==> src/rtl/board_controller_pkg.sv <==
// chess_pkg: shared chess encodings for the board controller and the VGA
// renderer.
// Contents:
//   - piece codes and colour constants
//   - the packed 256-bit board type
//   - the FSM state type
//   - a square-address helper
//   - a function that builds the standard start position
package chess_pkg;

  localparam logic [2:0] PIECE_NONE   = 3'd0;
  localparam logic [2:0] PIECE_PAWN   = 3'd1;
  localparam logic [2:0] PIECE_KNIGHT = 3'd2;
  localparam logic [2:0] PIECE_BISHOP = 3'd3;
  localparam logic [2:0] PIECE_ROOK   = 3'd4;
  localparam logic [2:0] PIECE_QUEEN  = 3'd5;
  localparam logic [2:0] PIECE_KING   = 3'd6;

  localparam logic COLOR_WHITE = 1'b0;
  localparam logic COLOR_BLACK = 1'b1;

  typedef logic [255:0] board_t;

  typedef enum logic [1:0] {
    ST_IDLE,
    ST_SELECTED,
    ST_MOVE,
    ST_CLEAR
  } state_e;

  function automatic logic [5:0] sq_addr(input logic [2:0] row, input logic [2:0] col);
    return {row, col};
  endfunction

  function automatic logic [2:0] back_rank_piece(input logic [2:0] col);
    case (col)
      3'd0, 3'd7: return PIECE_ROOK;
      3'd1, 3'd6: return PIECE_KNIGHT;
      3'd2, 3'd5: return PIECE_BISHOP;
      3'd3:       return PIECE_QUEEN;
      default:    return PIECE_KING;
    endcase
  endfunction

  // Black occupies rows 0-1, white occupies rows 6-7.
  function automatic board_t start_board();
    board_t b;
    b = '0;
    for (int c = 0; c < 8; c++) begin
      b[{sq_addr(3'd0, 3'(c)), 2'b00} +: 4] = {COLOR_BLACK, back_rank_piece(3'(c))};
      b[{sq_addr(3'd1, 3'(c)), 2'b00} +: 4] = {COLOR_BLACK, PIECE_PAWN};
      b[{sq_addr(3'd6, 3'(c)), 2'b00} +: 4] = {COLOR_WHITE, PIECE_PAWN};
      b[{sq_addr(3'd7, 3'(c)), 2'b00} +: 4] = {COLOR_WHITE, back_rank_piece(3'(c))};
    end
    return b;
  endfunction

endpackage

==> src/rtl/board_controller_if.sv <==
// board_controller_if: bundles the button pulses and the renderer-facing
// outputs of the board controller.
// Modports:
//   - master: drives the buttons and observes the board state (test or
//     input side).
//   - slave: the board controller itself.
interface board_controller_if;
  import chess_pkg::*;

  logic       BTN_UP;
  logic       BTN_DOWN;
  logic       BTN_LEFT;
  logic       BTN_RIGHT;
  logic       BTN_SEL;
  board_t     BOARD;
  logic [5:0] CURSOR_ADDR;
  logic [5:0] SELECT_ADDR;
  logic       SELECT_EN;
  logic       TURN;
  logic       MOVE_DONE;

  modport master (
    output BTN_UP, BTN_DOWN, BTN_LEFT, BTN_RIGHT, BTN_SEL,
    input  BOARD, CURSOR_ADDR, SELECT_ADDR, SELECT_EN, TURN, MOVE_DONE
  );

  modport slave (
    input  BTN_UP, BTN_DOWN, BTN_LEFT, BTN_RIGHT, BTN_SEL,
    output BOARD, CURSOR_ADDR, SELECT_ADDR, SELECT_EN, TURN, MOVE_DONE
  );
endinterface

==> src/rtl/board_controller_cursor_ctrl.sv <==
// cursor_ctrl: owns the cursor register.
// Ports:
//   - clk, rst_n: clock and asynchronous active-low reset.
//   - en: allows the cursor to move.
//   - dir_up, dir_down, dir_left, dir_right: one-hot step requests.
//   - cursor_addr: registered {row, col}.
// The cursor clamps at the board edges and never wraps.
module cursor_ctrl
  import chess_pkg::*;
#(
  parameter logic [5:0] CURSOR_RESET = 6'd52
) (
  input  logic       clk,
  input  logic       rst_n,
  input  logic       en,
  input  logic       dir_up,
  input  logic       dir_down,
  input  logic       dir_left,
  input  logic       dir_right,
  output logic [5:0] cursor_addr
);

  logic [5:0] cursor_q;
  logic [5:0] cursor_d;
  logic [2:0] row;
  logic [2:0] col;

  assign row = cursor_q[5:3];
  assign col = cursor_q[2:0];

  always_comb begin
    cursor_d = cursor_q;
    if (en) begin
      if (dir_up && row != 3'd0) begin
        cursor_d = sq_addr(row - 3'd1, col);
      end else if (dir_down && row != 3'd7) begin
        cursor_d = sq_addr(row + 3'd1, col);
      end else if (dir_left && col != 3'd0) begin
        cursor_d = sq_addr(row, col - 3'd1);
      end else if (dir_right && col != 3'd7) begin
        cursor_d = sq_addr(row, col + 3'd1);
      end
    end
  end

  always_ff @(posedge clk or negedge rst_n) begin
    if (!rst_n) cursor_q <= CURSOR_RESET;
    else        cursor_q <= cursor_d;
  end

  assign cursor_addr = cursor_q;

endmodule

==> src/rtl/board_controller.sv <==
// board_controller: chess game-state engine in front of the VGA renderer.
// It holds the 64-square board, the selection and the side to move. It
// turns button pulses into selections and two-cycle moves: the first cycle
// writes the destination, the second clears the source and hands the turn
// over. Only turn ownership and no-self-capture are enforced.
// Ports:
//   - CLK, RESET_N: clock and asynchronous active-low reset.
//   - bus (slave): the buttons in; BOARD, CURSOR_ADDR, SELECT_ADDR,
//     SELECT_EN, TURN and MOVE_DONE out. All outputs are registered.
module board_controller
  import chess_pkg::*;
#(
  parameter logic [5:0] CURSOR_RESET = 6'd52
) (
  input logic           CLK,
  input logic           RESET_N,
  board_controller_if.slave bus
);

  state_e     state_q, state_d;
  board_t     board_q, board_d;
  logic [5:0] sel_addr_q, sel_addr_d;
  logic       sel_en_q, sel_en_d;
  logic [5:0] dest_q, dest_d;
  logic       turn_q, turn_d;
  logic       move_done_q, move_done_d;

  logic [5:0] cursor;
  logic       cur_en;
  logic       go_up, go_down, go_left, go_right;
  logic [3:0] cur_sq;
  logic       cur_own;
  logic [3:0] moving;

  // SEL outranks every direction, so a SEL cycle never moves the cursor.
  assign go_up    = !bus.BTN_SEL && bus.BTN_UP;
  assign go_down  = !bus.BTN_SEL && !bus.BTN_UP && bus.BTN_DOWN;
  assign go_left  = !bus.BTN_SEL && !bus.BTN_UP && !bus.BTN_DOWN && bus.BTN_LEFT;
  assign go_right = !bus.BTN_SEL && !bus.BTN_UP && !bus.BTN_DOWN && !bus.BTN_LEFT
                    && bus.BTN_RIGHT;
  assign cur_en   = (state_q == ST_IDLE) || (state_q == ST_SELECTED);

  cursor_ctrl #(.CURSOR_RESET(CURSOR_RESET)) u_cursor (
    .clk        (CLK),
    .rst_n      (RESET_N),
    .en         (cur_en),
    .dir_up     (go_up),
    .dir_down   (go_down),
    .dir_left   (go_left),
    .dir_right  (go_right),
    .cursor_addr(cursor)
  );

  assign cur_sq  = board_q[{cursor, 2'b00} +: 4];
  assign cur_own = (cur_sq[2:0] != PIECE_NONE) && (cur_sq[3] == turn_q);

  // A pawn that reaches the far rank is written as a queen of the same colour.
  always_comb begin
    moving = board_q[{sel_addr_q, 2'b00} +: 4];
    if (moving[2:0] == PIECE_PAWN &&
        ((moving[3] == COLOR_WHITE && dest_q[5:3] == 3'd0) ||
         (moving[3] == COLOR_BLACK && dest_q[5:3] == 3'd7))) begin
      moving = {moving[3], PIECE_QUEEN};
    end
  end

  always_comb begin
    state_d     = state_q;
    board_d     = board_q;
    sel_addr_d  = sel_addr_q;
    sel_en_d    = sel_en_q;
    dest_d      = dest_q;
    turn_d      = turn_q;
    move_done_d = 1'b0;
    case (state_q)
      ST_IDLE: begin
        if (bus.BTN_SEL && cur_own) begin
          sel_addr_d = cursor;
          sel_en_d   = 1'b1;
          state_d    = ST_SELECTED;
        end
      end
      ST_SELECTED: begin
        if (bus.BTN_SEL) begin
          if (cursor == sel_addr_q) begin
            sel_en_d = 1'b0;
            state_d  = ST_IDLE;
          end else if (cur_own) begin
            sel_addr_d = cursor;
          end else begin
            dest_d  = cursor;
            state_d = ST_MOVE;
          end
        end
      end
      // The source is still intact here; it is cleared one cycle later.
      ST_MOVE: begin
        board_d[{dest_q, 2'b00} +: 4] = moving;
        state_d = ST_CLEAR;
      end
      ST_CLEAR: begin
        board_d[{sel_addr_q, 2'b00} +: 4] = 4'h0;
        sel_en_d    = 1'b0;
        turn_d      = ~turn_q;
        move_done_d = 1'b1;
        state_d     = ST_IDLE;
      end
      default: state_d = ST_IDLE;
    endcase
  end

  always_ff @(posedge CLK or negedge RESET_N) begin
    if (!RESET_N) begin
      state_q     <= ST_IDLE;
      board_q     <= start_board();
      sel_addr_q  <= 6'd0;
      sel_en_q    <= 1'b0;
      dest_q      <= 6'd0;
      turn_q      <= COLOR_WHITE;
      move_done_q <= 1'b0;
    end else begin
      state_q     <= state_d;
      board_q     <= board_d;
      sel_addr_q  <= sel_addr_d;
      sel_en_q    <= sel_en_d;
      dest_q      <= dest_d;
      turn_q      <= turn_d;
      move_done_q <= move_done_d;
    end
  end

  assign bus.BOARD       = board_q;
  assign bus.CURSOR_ADDR = cursor;
  assign bus.SELECT_ADDR = sel_addr_q;
  assign bus.SELECT_EN   = sel_en_q;
  assign bus.TURN        = turn_q;
  assign bus.MOVE_DONE   = move_done_q;

endmodule

==> src/flat_wrapper.sv <==
// flat-port wrapper written by rule: the top's interface ports become plain ports
module board_controller_flat import chess_pkg::*;
#(
  parameter logic [5:0] CURSOR_RESET = 6'd52
)
  (CLK, RESET_N, bus_BTN_UP, bus_BTN_DOWN, bus_BTN_LEFT, bus_BTN_RIGHT, bus_BTN_SEL, bus_BOARD, bus_CURSOR_ADDR, bus_SELECT_ADDR, bus_SELECT_EN, bus_TURN, bus_MOVE_DONE);
  board_controller_if bus_i ();
  input logic CLK;
  input logic RESET_N;
  input wire logic [$bits(bus_i.BTN_UP)-1:0] bus_BTN_UP;
  input wire logic [$bits(bus_i.BTN_DOWN)-1:0] bus_BTN_DOWN;
  input wire logic [$bits(bus_i.BTN_LEFT)-1:0] bus_BTN_LEFT;
  input wire logic [$bits(bus_i.BTN_RIGHT)-1:0] bus_BTN_RIGHT;
  input wire logic [$bits(bus_i.BTN_SEL)-1:0] bus_BTN_SEL;
  output wire logic [$bits(bus_i.BOARD)-1:0] bus_BOARD;
  output wire logic [$bits(bus_i.CURSOR_ADDR)-1:0] bus_CURSOR_ADDR;
  output wire logic [$bits(bus_i.SELECT_ADDR)-1:0] bus_SELECT_ADDR;
  output wire logic [$bits(bus_i.SELECT_EN)-1:0] bus_SELECT_EN;
  output wire logic [$bits(bus_i.TURN)-1:0] bus_TURN;
  output wire logic [$bits(bus_i.MOVE_DONE)-1:0] bus_MOVE_DONE;
  assign bus_i.BTN_UP = bus_BTN_UP;
  assign bus_i.BTN_DOWN = bus_BTN_DOWN;
  assign bus_i.BTN_LEFT = bus_BTN_LEFT;
  assign bus_i.BTN_RIGHT = bus_BTN_RIGHT;
  assign bus_i.BTN_SEL = bus_BTN_SEL;
  assign bus_BOARD = bus_i.BOARD;
  assign bus_CURSOR_ADDR = bus_i.CURSOR_ADDR;
  assign bus_SELECT_ADDR = bus_i.SELECT_ADDR;
  assign bus_SELECT_EN = bus_i.SELECT_EN;
  assign bus_TURN = bus_i.TURN;
  assign bus_MOVE_DONE = bus_i.MOVE_DONE;
  board_controller #(.CURSOR_RESET(CURSOR_RESET)) u_core (.CLK(CLK), .RESET_N(RESET_N), .bus(bus_i));
endmodule
==> config.mk <==
export PLATFORM = sky130hd
export DESIGN_NAME = board_controller_flat
export DESIGN_NICKNAME = d
export VERILOG_FILES = /design/src/rtl/board_controller_pkg.sv /design/src/rtl/board_controller_if.sv /design/src/rtl/board_controller_cursor_ctrl.sv /design/src/rtl/board_controller.sv /design/src/flat_wrapper.sv
export SDC_FILE = /design/constraint.sdc
export NUM_CORES = 1
export LEC_CHECK = 0
export BUFFER_PORTS_ARGS = -buffer_cell sky130_fd_sc_hd__buf_2
export CELL_PAD_IN_SITES_DETAIL_PLACEMENT = 1
export CELL_PAD_IN_SITES_GLOBAL_PLACEMENT = 1
export CORE_ASPECT_RATIO = 1.25
export CORE_MARGIN = 2
export CORE_UTILIZATION = 40
export CTS_CLUSTER_SIZE = 14
export DETAILED_ROUTE_END_ITERATION = 16
export PLACE_DENSITY_LB_ADDON = 0.15
export SYNTH_ARGS = -nofsm -noshare
export SYNTH_HDL_FRONTEND = slang
export SYNTH_SLANG_ARGS = --single-unit
==> constraint.sdc <==
create_clock -name CLK -period 5.8 [get_ports CLK]
set_input_delay 0.58 -clock CLK [delete_from_list [all_inputs] [get_ports CLK]]
set_output_delay 0.58 -clock CLK [all_outputs]
set_load 0.1 [all_outputs]
==> flow_summary.toml <==
[drt]
drt-total-wl_um = 79900
drt-wirelength-per-cell_um = 37.3
postRouteAntennaNets = 0
via_per_inst = 7.04
vias = 15073
initialDrtViolationCount = 1570
drtPass1Iterations = 5
drcViolationCount = 0

[global_routing]
antenna_found_initial = 1
top_usage_layer = "met2"
grt_first_pass_wirelength_um = 113000
met1_usage = 0.499
grt_pass1_vias = 14931
grtUsageTotal = 0.388
grt-ovfl-total = 0
use_met2 = 0.616
grt_max_degree = 107
use_met3 = 0.0782

[synth]
syn_area_per_cell_um2 = 11.3
synth-edff-count = 0
async_reset_ff_frac = 1.00
netlist_instances = 1367
ys_seq_elements = 279
synth.distinct_cells = 73
ys.flop_type = "dfrtp_1"
syn_nets = 1387
synth-warning-count = 0
syn_area_um2 = 15500
yosysSeqAreaShare = 0.456

[sta]
setup_viol = 0
period_minus_slack_ns = 4.46
setup_tns_ns = 0
relSlewSlack = 0.147
finalCritPeriodShare = 0.770
tightestPinTransition_ns = 1.28
rsz0062_at_grt = "false"
finalHoldViolations = 0
drv_slew = 0
skew_ns = 0.0130
max_freq_mhz = 224

[power]
switching_power_mw = 5.58
swShare = 0.541
comb_power_share = 0.512
cellPowerDensity_nw_per_um2 = 560
p_seq_frac = 0.283
vdd_drop_max_mv = 0.296
p_leak_nw = 8.40
power.internal_mw = 4.74
pwr-share-clk = 0.205

[place]
port_buffers = 277
place_congestion = 1.04
post-place-cells = 2083
hpwl_um = 58600

[outcome]
status = "finished, final reports clean"

[clock_network]
cts_resized = 0
cts_buffer_depth = 3
cts_hold_buffers = 0
clk_pin_slew_ns = 0.07
cts_made_buffers = 30
post_cts_buffers = 0
cts-root-buf = "clkbuf_16"
htree_levels = 1
clock_sinks = 279
cts_tree = "done"
insertion_delay_ns = 0.58

[critical_path]
critPathRequiredTime_ns = 6.27
worstSetupPathType = "register to register"
cp_max_fo = 55
cp.arrival_ns = 4.93
start_kind = "register"
critPathCaptureType = "register"

[floorplanning]
start_util = 0.406
die_area_um2 = 40300
die_y_um = 224
die_w_um = 180
coreArea_um2 = 38100
io-pin-count = 278
rows = 80

[layout]
final_common_cell = "buf_2"
area_delta_synth_final_pct = 19.1
final_cell_mix = "buf_2 (276), a22o_1 (217), dfrtp_1 (216), nor2_1 (119), mux4_2 (76)"
instances_no_fill = 2140
nets = 1643
drive_above_1_share = 0.323

[min_path]
hold_path_class = "input pin to asynchronous set/reset pin"

[flow_run]
cap_violations = 0
==> final timing paths <==
path,startpoint,end,slack (ns),depth (start not counted)
setup / recovery,u_core.bus.SELECT_ADDR[0]$_DFFE_PN0P_,u_core.bus.BOARD[218]$_DFFE_PN0P_,1.34,10
setup reg to reg,u_core.bus.SELECT_ADDR[0]$_DFFE_PN0P_,u_core.bus.BOARD[218]$_DFFE_PN0P_,1.34,10
hold / removal,RESET_N,u_core.bus.BOARD[13]$_DFFE_PN0P_,0.08,1
hold reg to reg,u_core.bus.BOARD[18]$_DFFE_PN1P_,u_core.bus.BOARD[18]$_DFFE_PN1P_,0.51,1
min in group CLK,bus_BTN_UP,u_core.u_cursor.cursor_addr[5]$_DFFE_PN1P_,0.36,4
max in group asynchronous,RESET_N,u_core.bus.BOARD[179]$_DFFE_PN0P_,4.23,2
==> Yosys cell counts, types with 18 or more instances <==
cell type	number	area [µm²]
dfrtp_1	220	5510
a22o_1	217	1900
nor2_1	119	447
mux4_2	76	1710
nand2_1	73	274
dfstp_2	59	1550
a31oi_1	52	325
nor3_1	49	245
clkbuf_1	43	161
a21oi_1	39	195
mux2i_1	38	380
nor4_1	30	188
inv_1	27	101
a22oi_1	25	188
o21ai_0	25	125
buf_2	22	110
nand3_1	21	105
and2_1	19	119
o2bb2ai_1	18	158
==> critical path, stage by stage (launching register included) <==
cell and delay (ns):
dfrtp_4 1.16, buf_4 0.37, mux4_2 0.54, a22oi_1 0.24, a21oi_1 0.10, nor3_1 0.27, nor2_1 0.12, o31ai_4 0.60
buf_4 0.44, nor3_1 0.20, a22o_1 0.25
==> flip-flops by register name (all words and copies together), names as in the netlist, named ones only <==
name / cells
u_core.state_q: 1
u_core.bus.BOARD: 256
u_core.bus.SELECT_ADDR: 6
u_core.bus.TURN: 1
u_core.bus.SELECT_EN: 1
u_core.bus.MOVE_DONE: 1
u_core.dest_q: 6
u_core.u_cursor.cursor_addr: 6
==> cell families (layout without fill, tap and decap cells) <==
family	after synthesis	count (layout)	synth area share
buffers and inverters	112	391	0.0341
AND/OR/NAND/NOR	378	378	0.122
XOR/XNOR	21	21	0.0119
flip-flops	279	279	0.456
adder cells (fa/ha/maj)	13	13	0.0110
AO/OA/AOI/OAI	442	442	0.223
other	0	2	0
multiplexers	122	122	0.142
==> power groups by stage <==
| stage | clock [mW] | combinational, mW | sequential, mW |
|---|---|---|---|
| finish | 2.12 | 5.29 | 2.92 |
| global route | 2.21 | 5.39 | 2.94 |
| CTS | 2.13 | 5.16 | 2.89 |
| detailed placement | 0 | 5.13 | 2.92 |
| global placement | 0 | 5.10 | 2.91 |
| floorplan | 0 | 2.48 | 3.76 |
==> through the flow <==
step | instance area [µm²] | utilization | hold WS (ns) | worst slack, ns | total power, mW
after floorplan | 15500 | - | 0.284 | 1.98 | 6.23
after global placement | 17400 | 0.455 | 0.485 | 1.57 | 8.01
after detailed placement | 17400 | 0.455 | 0.506 | 1.46 | 8.05
after CTS | 18400 | 0.483 | 0.0934 | 1.44 | 10.2
after global routing | 18400 | 0.483 | 0.124 | 1.15 | 10.5
final | 18400 | 0.483 | 0.0821 | 1.34 | 10.3
==> layer usage <==
metal | wire [µm] | up-vias
met4 | 4990 | 2
met5 | 11 | -
met2 | 37200 | 1022
met3 | 7350 | 219
li1 | - | 5937
met1 | 30300 | 7893
==> area by class of cell <==
| cell class | instances | area, µm² |
|---|---|---|
| fill | 4204 | 19700 |
| clock buffer | 41 | 863 |
| tap | 492 | 616 |
| inverter | 27 | 101 |
| multi-input combinational | 976 | 7930 |
| timing repair buffer | 309 | 1650 |
| antenna | 2 | 5.00 |
| clock inverter | 14 | 206 |
| sequential | 279 | 7060 |
Power figures use the tool's default switching activity.
